===== config.mk =====
export PLATFORM = sky130hd
export DESIGN_NAME = char_ctl
export DESIGN_NICKNAME = d
export VERILOG_FILES = /design/src/rtl/char_ctl.sv
export SDC_FILE = /design/constraint.sdc
export NUM_CORES = 1
export LEC_CHECK = 0
export CORE_UTILIZATION = 35
export DETAILED_ROUTE_END_ITERATION = 8
export PLACE_DENSITY = 0.52
export SLEW_MARGIN = 10
export SYNTH_ARGS = -nofsm -noshare
export SYNTH_HDL_FRONTEND = slang
export SYNTH_SLANG_ARGS = --single-unit

===== constraint.sdc =====
create_clock -name clk -period 6.35 [get_ports clk]
set_input_delay 1.27 -clock clk [delete_from_list [all_inputs] [get_ports clk]]
set_output_delay 1.27 -clock clk [all_outputs]
set_load 0.005 [all_outputs]

===== src/rtl/char_ctl.sv =====
// rtl/char_ctl.sv - per-frame sprite position controller: walk, jump arc, screen clamp
module char_ctl #(
    parameter int SCREEN_W  = 1024,
    parameter int GROUND_Y  = 748,
    parameter int RST_HGT   = 26,
    parameter int MOVE_STEP = 4,
    parameter int JUMP_V0   = 12,
    parameter int GRAVITY   = 1,
    parameter int MAX_FALL  = 12
) (
    input  logic        clk,
    input  logic        rst,
    input  logic        vblnk,
    input  logic        btn_left,
    input  logic        btn_right,
    input  logic        btn_jump,
    input  logic [11:0] char_hgt,
    input  logic [11:0] char_lng,
    output logic [11:0] pos_x,
    output logic [11:0] pos_y,
    output logic        flip_h,
    output logic        on_ground
);

    typedef enum logic [1:0] {GROUND, RISE, FALL} state_t;

    localparam logic signed [12:0] SCREEN_W_S  = 13'(SCREEN_W);
    localparam logic signed [12:0] GROUND_Y_S  = 13'(GROUND_Y);
    localparam logic signed [12:0] MOVE_STEP_S = 13'(MOVE_STEP);
    localparam logic [5:0]         JUMP_V0_6   = 6'(JUMP_V0);
    localparam logic [5:0]         GRAVITY_6   = 6'(GRAVITY);
    localparam logic [6:0]         MAX_FALL_7  = 7'(MAX_FALL);

    state_t      state, state_n;
    logic        vblnk_q;
    logic        tick_en;
    logic        tick;
    logic [5:0]  vel, vel_n;
    logic        jump_armed, jump_armed_n;
    logic [11:0] pos_x_n, pos_y_n;
    logic        flip_n;

    logic signed [12:0] x_cur, x_try, x_lo, x_hi;
    logic signed [12:0] y_cur, y_hgt, vel_s, y_up, y_dn, y_floor;
    logic [6:0]         vel_sum;
    logic [5:0]         vel_fall;

    // tick_en suppresses a tick in the first cycle after reset even if vblnk is already high
    assign tick = vblnk & ~vblnk_q & tick_en;

    always_comb begin
        state_n      = state;
        vel_n        = vel;
        pos_x_n      = pos_x;
        pos_y_n      = pos_y;
        flip_n       = flip_h;
        jump_armed_n = jump_armed | ~btn_jump;

        x_cur    = $signed({1'b0, pos_x});
        x_lo     = $signed({1'b0, char_lng});
        x_hi     = SCREEN_W_S - x_lo;
        x_try    = x_cur;
        y_cur    = $signed({1'b0, pos_y});
        y_hgt    = $signed({1'b0, char_hgt});
        vel_s    = $signed({7'b0, vel});
        y_up     = y_cur - vel_s;
        vel_sum  = {1'b0, vel} + {1'b0, GRAVITY_6};
        vel_fall = (vel_sum > MAX_FALL_7) ? MAX_FALL_7[5:0] : vel_sum[5:0];
        y_dn     = y_cur + $signed({7'b0, vel_fall});
        y_floor  = GROUND_Y_S - y_hgt;

        if (tick) begin
            if (btn_left ^ btn_right) begin
                x_try  = btn_left ? (x_cur - MOVE_STEP_S) : (x_cur + MOVE_STEP_S);
                flip_n = btn_left;
                // signed compare so a step below column 0 clamps instead of wrapping
                if (x_try < x_lo)
                    pos_x_n = char_lng;
                else if (x_try > x_hi)
                    pos_x_n = x_hi[11:0];
                else
                    pos_x_n = x_try[11:0];
            end

            case (state)
                GROUND: begin
                    if (btn_jump && jump_armed) begin
                        vel_n        = JUMP_V0_6;
                        jump_armed_n = 1'b0;
                        state_n      = RISE;
                    end
                end
                RISE: begin
                    if (y_up < y_hgt) begin
                        pos_y_n = char_hgt;
                        vel_n   = '0;
                        state_n = FALL;
                    end else begin
                        pos_y_n = y_up[11:0];
                        vel_n   = vel - GRAVITY_6;
                        if (vel_n == '0)
                            state_n = FALL;
                    end
                end
                FALL: begin
                    if (y_dn >= y_floor) begin
                        pos_y_n = y_floor[11:0];
                        vel_n   = '0;
                        state_n = GROUND;
                    end else begin
                        pos_y_n = y_dn[11:0];
                        vel_n   = vel_fall;
                    end
                end
                default: state_n = GROUND;
            endcase
        end
    end

    always_ff @(posedge clk) begin
        if (rst) begin
            vblnk_q    <= 1'b0;
            tick_en    <= 1'b0;
            state      <= GROUND;
            vel        <= '0;
            jump_armed <= 1'b0;
            pos_x      <= 12'(SCREEN_W / 2);
            pos_y      <= 12'(GROUND_Y - RST_HGT);
            flip_h     <= 1'b0;
            on_ground  <= 1'b1;
        end else begin
            vblnk_q    <= vblnk;
            tick_en    <= 1'b1;
            state      <= state_n;
            vel        <= vel_n;
            jump_armed <= jump_armed_n;
            pos_x      <= pos_x_n;
            pos_y      <= pos_y_n;
            flip_h     <= flip_n;
            on_ground  <= (state_n == GROUND);
        end
    end

endmodule


After elaboration in Yosys (flattened, before gate mapping). Index checks and enable logic that the tools add are counted.

Output and inout port bits: 26. Bits of input ports: 30. Logic and storage cells: 61. Flip-flop bits (word level): 37.

Add/sub/neg operators: 8. Bitwise logic cells: 6. Mux-type cells: 21. Magnitude comparators: 5. Reductions and logical operators: 9. Equality and inequality tests: 3.

Operator list (count): $mux W12 (4); $lt A13 B13 Y1 (2); $mux W6 (4); $pmux W12 S2 (1); $pmux W6 S3 (1); $add A12 B3 Y13 const B (1); $add A12 B6 Y13 (1); $ge A13 B13 Y1 (1); $gt A13 B13 Y1 (1); $mux W13 (1); $sub A10 B12 Y13 const A (1); $sub A11 B12 Y13 const A (1); $sub A12 B3 Y13 const B (1); $sub A12 B6 Y13 (1); $mux W2 (5); $add A6 B1 Y7 const B (1); $gt A7 B4 Y1 const B (1); $logic_not A6 Y1 (1); $pmux W2 S3 (1); $sub A6 B1 Y6 const B (1); $logic_not A2 Y1 (2); $mux W1 (4); $reduce_and A2 Y1 (2); $reduce_and A3 Y1 (1); 10 further kinds (12).

Longest topological paths before layout. Gate-level depths: netlist of run 1.

Depth after elaboration: 9. Depth in mapped cells: 23. Gate-level depth less buffers: 22.

Least setup slack after synthesis of run 1. OpenSTA, ideal clock, no wires.

Path kind: input to register. Start point: in btn_left. End point: reg pos_x[9]. Setup time: 0.120 ns. Slack: 1.384 ns. Arrival: 4.846 ns. Required time: 6.230 ns. Cell stages on the path: 15. Buffers on the path: 2. Cell sequence: ha_1 > or4_1 > o21a_1 > o311ai_1 > ha_1 > and4_1 > and4_1 > o221ai_1 > a21oi_1 > nor3b_1 > clkbuf_1 > buf_1 > mux2i_1 > a21oi_1 > a211o_1.

Longest elaborated chain between the ends: 4. Elaborated cells on any way between the ends: 7. Classes of those cells: 2 x order compare; 3 x mux; 1 x bitwise; 1 x reduce/logical.

RTL lines: start: declaration (RTL line 14) `input logic btn_left,`; $mux W13 (RTL line 74) `x_try = btn_left ? (x_cur - MOVE_STEP_S) : (x_cur + MOVE_STEP_S);`; $gt A13 B13 Y1 (RTL line 79) `else if (x_try > x_hi)`; $mux W12 (RTL line 79); $mux W12 (RTL line 77) `if (x_try < x_lo)`; end signal: assignment (RTL line 127) `pos_x <= 12'(SCREEN_W / 2);`; end signal: assignment (RTL line 137) `pos_x <= pos_x_n;`; end: declaration (RTL line 19) `output logic [11:0] pos_x,`.

Parallel ways exist; a longest one is shown, timed or not. A chain may end at the register's enable or synchronous reset.

Worst setup path in the final report of run 1.
Start point: in btn_left. End point: reg pos_x[10].

The elaborated chain is that of the path after synthesis.

==> run_results.csv, run 1 <==
group,metric,value,unit
drt,vias,4789,
global_route,grt_max_degree,29,
critical_path,r2r_start,"vel[0]$_SDFFE_PP0P_",
timing,tns,0,ns
floorplanning,io_pins,56,
floorplanning,die_area,14600,um^2
critical_path,slowest_stage,"clkdlybuf4s50_1",
global_route,grt_usage,0.204,
floorplanning,core,13800,um^2
power,clkPwrFrac,0.348,
floorplanning,start_util,0.357,
logic_synthesis,synthFlopType,"dfxtp_1",
logic_synthesis,yosysSeqAreaShare,0.150,
power,pwr-share-seq,0.283,
critical_path,path_cells,"clkdlybuf4s50_1, inv_1, fa_1, nand2b_1, a21oi_1, o21a_1, o311ai_1, ha_1, and4_1, and4_1, o221ai_1, nand4_1, nor3b_2, buf_4, mux2_2, o221ai_1, a21oi_1",
place,place_area,5660,um^2
timing,fmax,180,MHz
drt,drt_iter0_drc,355,
logic_synthesis,synth_cell_types,75,
clock_tree,clk_pin_slew_worst_paths,0.06,ns
place,numPortBuffers,55,
critical_path,critical_path.max_fanout,17,
drt,routed_wl,14400,um
finish,drive_gt1_frac,0.0540,
clock_tree,clockRootBuffer,"clkbuf_16",
clock_tree,insertion_delay,0.29,ns
status,status,"finished, final reports clean",
floorplanning,row_count,43,
clock_tree,cts_sinks,37,
hold_path,worstHoldStart,"jump_armed$_SDFF_PP0_",
critical_path,path_class,"in -> reg",
global_route,first_global_vias,4696,
place,place_ws,0.506,ns
finish,fin_area,5830,um^2
timing,period_minus_slack,5.55,ns
critical_path,max_stage_delay,0.82,ns
clock_tree,cts_buffers,5,
hold_path,holdPathEnd,"jump_armed$_SDFF_PP0_",
power,ir_worst_vdd,0.0866,mV
power,p_int,0.000569,W
finish,utilization,0.422,
logic_synthesis,syn_avg_cell_area,7.75,um^2
timing,clock_skew,0.00322,ns
critical_path,reg2reg_to,"on_ground$_SDFF_PP1_",
drt,drc,0,
timing,maxSlewHeadroom,0.375,
global_route,grt.overflow.total,0,
timing,rsz0062_at_grt,"false",
drt,first_pass_iters,5,
critical_path,worstPathRequired,6.52,ns
logic_synthesis,synth_area,4940,um^2
timing,worst_pin_slew,0.937,ns
critical_path,worst_setup_path_end_kind,"flop",
finish,final_nets,795,
logic_synthesis,synth_top_area_share,0.198,
timing,setup_ws,0.804,ns
floorplanning,die_w,121,um
critical_path,reg2reg_depth,22,
logic_synthesis,netlist_instances,637,
job,drv_cap,0,
drt,vias_per_cell,5.54,
power,power_switching,0.000301,W
critical_path,reg2reg_slack,0.82,ns
global_route,grt_first_pass_wirelength,23400,um
logic_synthesis,ys_seq_elements,37,
power,swShare,0.346,
hold_path,min_path_type,"reg -> reg",
floorplanning,die_h,121,um
drt,detail-route-antenna-nets,0,
logic_synthesis,async_reset_ff_frac,0,
power,p_leak,2.54,nW
finish,multi_input_area,3900,um^2
clock_tree,cts_hold_buf,0,
timing,fin_crit_sh,0.873,
global_route,antenna_found_initial,0,
logic_synthesis,synth_area_leaders,"ha_1, dfxtp_1, xnor2_1, a21oi_1, inv_1",
clock_tree,ctsResizeCount,0,
place,gp_congestion,0.847,
clock_tree,cts_setup_buffers,0,
clock_tree,cts-htree-levels,2,
finish,register_area,741,um^2
hold_path,holdPathStages,2,
critical_path,worst_setup_path_start_kind,"primary input",
clock_tree,clockBufferDepth,2,
critical_path,worst-path-buf-inv,3,
logic_synthesis,synth_edf_count,0,
critical_path,cp.arrival,5.72,ns
finish,areaGrowthSynthToFinish,18.2,%
place,dp_hpwl,11400,um
power,powerDensity,149,nW/um^2
power,p_comb_frac,0.369,
clock_tree,cts_tree,"done",
timing,drv_slew,0,
finish,fillers,1409,
logic_synthesis,synth.largest_area_cell,"ha_1",
drt,wl_per_cell,16.7,um
finish,antenna_cells,0,
timing,hold_viol,0,
critical_path,critPathTopFamily,"buffers and inverters",
timing,finalSetupViolations,0,
logic_synthesis,yosysWarnings,0,
[synthesized netlist by cell type, types with 4 or more instances]
master	count
mux2i_1	16
or3_1	6
nor2_1	37
nor3b_1	4
and2_1	5
nor2b_1	8
and3_1	5
nand2_1	40
nand2b_1	13
nand4_1	4
o21a_1	10
a21o_1	13
o21ai_0	31
and4_1	4
dfxtp_1	37
a211oi_1	7
a21oi_1	51
or2_2	4
or4_1	5
nor3_1	15
o211ai_1	9
mux2_2	4
xor2_1	14
a31oi_1	9
nand3_1	26
xnor2_1	35
clkbuf_1	16
a31o_2	5
inv_1	53
a32o_1	4
ha_1	78
[sequential cells by signal, summed over array words and instances (netlist names)]
signal / cells
flip_h: 1
jump_armed: 1
on_ground: 1
pos_x: 12
pos_y: 12
state: 2
tick_en: 1
vblnk_q: 1
vel: 6
[cells in the final DEF (no fill, tap or decap), drive strengths merged, types with 8 or more instances in the layout]
cell / count
a21o: 13
a21oi: 51
a31oi: 9
clkdlybuf4s50: 55
dfxtp: 37
ha: 78
inv: 53
mux2i: 16
nand2: 41
nand2b: 13
nand3: 26
nor2: 38
nor2b: 8
nor3: 15
o211ai: 9
o21a: 10
o21ai: 33
xnor2: 35
xor2: 14
[worst min-delay path, cell delays in order, from the launching register on]
cell	delay [ns]
dfxtp_1	0.32
nand2_1	0.06
a21oi_1	0.05
[cell families after synthesis]
| kind of cell | count (synthesis) | synth area share |
|---|---|---|
| and+or+nand+nor | 191 | 0.203 |
| AOI/OAI and AO/OA | 182 | 0.246 |
| adders and majority gates | 81 | 0.210 |
| buffers and inverters | 76 | 0.0618 |
| xor gates and xnor gates | 49 | 0.0869 |
| DFF | 37 | 0.150 |
| muxes | 20 | 0.0416 |
| other | 1 | 0.000760 |
[routing by layer]
| metal | vias up | global-route usage | part of all wire |
|---|---|---|---|
| li1 | 2420 | - | - |
| met1 | 2256 | 0.266 | 0.47 |
| met2 | 101 | 0.355 | 0.47 |
| met3 | 12 | 0.0208 | 0.037 |
| met4 | 0 | 0.0556 | 0.015 |
| met5 | - | 0 | 0 |
[worst max path at each step]
stage / startpoint / end / slack [ns] / depth (start not counted)
final: btn_left / pos_x[10]$_SDFFE_PP0P_ / 0.80 / 17
after global routing: vel[0]$_SDFFE_PP0P_ / on_ground$_SDFF_PP1_ / 0.36 / 22
after CTS: btn_left / pos_x[10]$_SDFFE_PP0P_ / 0.78 / 17
after detailed placement: btn_left / pos_x[10]$_SDFFE_PP0P_ / 0.51 / 17
after global placement: btn_left / pos_x[10]$_SDFFE_PP0P_ / 0.66 / 17
after floorplan: btn_left / pos_x[9]$_SDFFE_PP1P_ / 1.38 / 15
[stage by stage]
stage	total power, W	cells	hold WS, ns
floorplan	0.000468	638	0.447
global placement	0.000566	857	0.458
detailed placement	0.000570	857	0.469
CTS	0.000874	865	0.478
global route	0.000925	865	0.504
finish	0.000870	865	0.478
[final cells by class]
class	count	area share
timing repair buffer	60	0.101
multi-input combinational	525	0.669
clock inverter	3	0.00793
inverter	55	0.0354
sequential	37	0.127
clock buffer	5	0.0214
tap	180	0.0386
[power groups by stage]
stage	Combinational, W	Sequential, W	Clock, W
final	0.000321	0.000246	0.000303
after CTS	0.000321	0.000246	0.000307
after floorplan	0.000220	0.000249	0
after global placement	0.000315	0.000251	0
after global routing	0.000361	0.000247	0.000317
after detailed placement	0.000319	0.000251	0
Power figures use the tool's default switching activity.
==> run 2: changes to the inputs <==
PLACE_DENSITY = 0.54   (was 0.52)
clock period = 4.8 ns   (was 6.35 ns; I/O delays follow)
==> run_results.csv, run 2 (same netlist as run 1, synthesis figures left out) <==
group,metric,value,unit
status,status,"finished, final reports clean",
finish,final_nets,882,
place,numPortBuffers,55,
floorplanning,io_pins,56,
drt,wl_met1,7350,um
hold_path,holdPathStages,2,
drt,wl_met2,7490,um
finish,areaGrowthSynthToFinish,38.1,%
drt,top_layer,"met4",
timing,maxSlewHeadroom,0.542,
critical_path,cp.arrival,4.87,ns
clock_tree,clockBufferDepth,2,
clock_tree,cts-htree-levels,2,
timing,period_minus_slack,4.64,ns
power,powerDensity,176,nW/um^2
power,p_comb_frac,0.453,
clock_tree,insertion_delay,0.29,ns
clock_tree,clockRootBuffer,"clkbuf_16",
hold_path,holdPathEnd,"jump_armed$_SDFF_PP0_",
critical_path,worstPathRequired,5.03,ns
clock_tree,cts_sinks,37,
global_route,grt.overflow.total,0,
finish,drive_gt1_frac,0.216,
global_route,grt_first_pass_wirelength,24900,um
power,p_int,0.000782,W
finish,antenna_cells,0,
job,drv_cap,0,
drt,vias,5172,
global_route,first_global_vias,5111,
drt,first_pass_iters,5,
power,swShare,0.347,
finish,fillers,1325,
power,power,0.00120,W
power,power_switching,0.000417,W
global_route,grt_usage,0.213,
floorplanning,die_h,121,um
clock_tree,clk_pin_slew_worst_paths,0.06,ns
timing,fin_crit_sh,0.968,
drt,drc,0,
power,p_leak,3.03,nW
drt,drt_iter0_drc,283,
finish,top_regs,"pos_x (12), pos_y (12), vel (6)",
critical_path,reg2reg_slack,0.16,ns
global_route,grt_max_degree,24,
floorplanning,core,13800,um^2
floorplanning,die_area,14600,um^2
timing,clock_skew,0.00958,ns
place,gp_congestion,0.870,
floorplanning,start_util,0.357,
critical_path,r2r_start,"vel[0]$_SDFFE_PP0P_",
drt,detail-route-antenna-nets,0,
timing,worst_pin_slew,0.683,ns
timing,tns,0,ns
critical_path,critical_path.max_fanout,5,
drt,vias_per_cell,5.43,
timing,hold_viol,0,
floorplanning,row_count,43,
critical_path,worst_setup_path_start_kind,"flop",
timing,drv_slew,0,
finish,final_common_cell,"buf_4",
clock_tree,cts_hold_buf,0,
hold_path,worstHoldStart,"jump_armed$_SDFF_PP0_",
floorplanning,die_w,121,um
critical_path,reg2reg_to,"on_ground$_SDFF_PP1_",
clock_tree,cts_tree,"done",
timing,finalSetupViolations,0,
power,pwr-share-seq,0.271,
hold_path,min_path_type,"reg -> reg",
drt,wl_per_cell,16.2,um
finish,final_cell_mix,"buf_4, ha_1, clkdlybuf4s50_1",
clock_tree,cts_buffers,5,
critical_path,reg2reg_depth,24,
power,ir_worst_vdd,0.115,mV
drt,dr_wl_met3,427,um
global_route,antenna_found_initial,0,
drt,routed_wl,15500,um
critical_path,path_class,"reg -> reg",
place,dp_hpwl,12200,um
power,clkPwrFrac,0.276,
critical_path,worst_setup_path_end_kind,"flop",
timing,fmax,215,MHz
run 2: changes by cell type in the layout (fill, tap and decap cells not counted), moves of 3 or more:
cell,change
a211oi_1,-3
a211oi_2,+3
a21oi_1,-6
a21oi_2,+6
buf_4,+78
buf_6,+6
ha_1,-5
ha_4,+5
o21ai_0,-4
o21ai_1,+3
run 2: power by group through the flow:
| stage | clock (W) | combinational [W] | sequential (W) |
|---|---|---|---|
| 2_1_floorplan | 0 | 0.000291 | 0.000329 |
| 3_3_place_gp | 0 | 0.000485 | 0.000331 |
| 3_5_place_dp | 0 | 0.000494 | 0.000332 |
| 4_1_cts | 0.000344 | 0.000502 | 0.000325 |
| 5_1_grt | 0.000356 | 0.000602 | 0.000326 |
| 6_report | 0.000331 | 0.000543 | 0.000325 |
run 2: routing by layer:
| metal | vias up | global-route usage |
|---|---|---|
| met5 | - | 0 |
| met4 | 0 | 0.0540 |
| met3 | 16 | 0.0189 |
| met2 | 91 | 0.378 |
| met1 | 2474 | 0.275 |
| li1 | 2591 | - |
run 2: final cells by class:
cell class	instances	area [um^2]	share of cell area
Multi-Input combinational cell	525	4190	0.614
Timing Repair Buffer	147	1310	0.192
Sequential cell	37	746	0.109
Tap cell	180	225	0.0330
Inverter	55	206	0.0303
Clock buffer	5	125	0.0184
Clock inverter	3	21.3	0.00312
run 2: worst max path at each step:
| stage | start | to | slack (ns) |
|---|---|---|---|
| floorplan | vel[0]$_SDFFE_PP0P_ | on_ground$_SDFF_PP1_ | 0.01 |
| finish | vel[0]$_SDFFE_PP0P_ | on_ground$_SDFF_PP1_ | 0.16 |
| detailed placement | btn_left | pos_x[7]$_SDFFE_PP0P_ | -0.26 |
| global placement | btn_left | pos_x[7]$_SDFFE_PP0P_ | -0.21 |
| CTS | vel[0]$_SDFFE_PP0P_ | pos_y[6]$_SDFFE_PP1P_ | 0.01 |
| global route | btn_left | pos_x[7]$_SDFFE_PP0P_ | -0.05 |
run 2: metrics by stage:
| step | hold slack, ns | setup WS (ns) | cell area (um^2) | cells | utilization |
|---|---|---|---|---|---|
| 3_5_place_dp | 0.468 | -0.261 | 6270 | 935 | 0.454 |
| 3_3_place_gp | 0.458 | -0.211 | 6270 | 935 | 0.454 |
| 5_1_grt | 0.523 | -0.0474 | 6820 | 952 | 0.493 |
| 4_1_cts | 0.480 | 0.0118 | 6480 | 945 | 0.468 |
| 2_1_floorplan | 0.447 | 0.0128 | 4940 | 638 | - |
| 6_report | 0.480 | 0.155 | 6820 | 952 | 0.493 |
run 2: critical path, stage by stage (launching register included):
cell,delay (ns)
dfxtp_4,0.36
ha_4,0.13
and3_4,0.18
nand3_2,0.07
o21a_1,0.16
buf_6,0.14
or3_4,0.35
ha_4,0.25
a21o_1,0.20
a21oi_2,0.15
o21bai_1,0.10
a21oi_1,0.13
buf_4,0.15
nor2b_2,0.05
xor2_1,0.15
ha_1,0.32
nand4_1,0.11
buf_4,0.16
or4_4,0.43
nand3_4,0.08
mux2i_4,0.09
buf_12,0.15
a221o_1,0.30
a32o_2,0.28
nor2_2,0.09
run 2: what timing repair did:
item / in CTS / in global routing
gates cloned: 0 / 1
pin swaps: 1 / 38
setup endpoints to repair: 12 / 29
buffers inserted: 2 / 7
gates resized for setup: 11 / 52
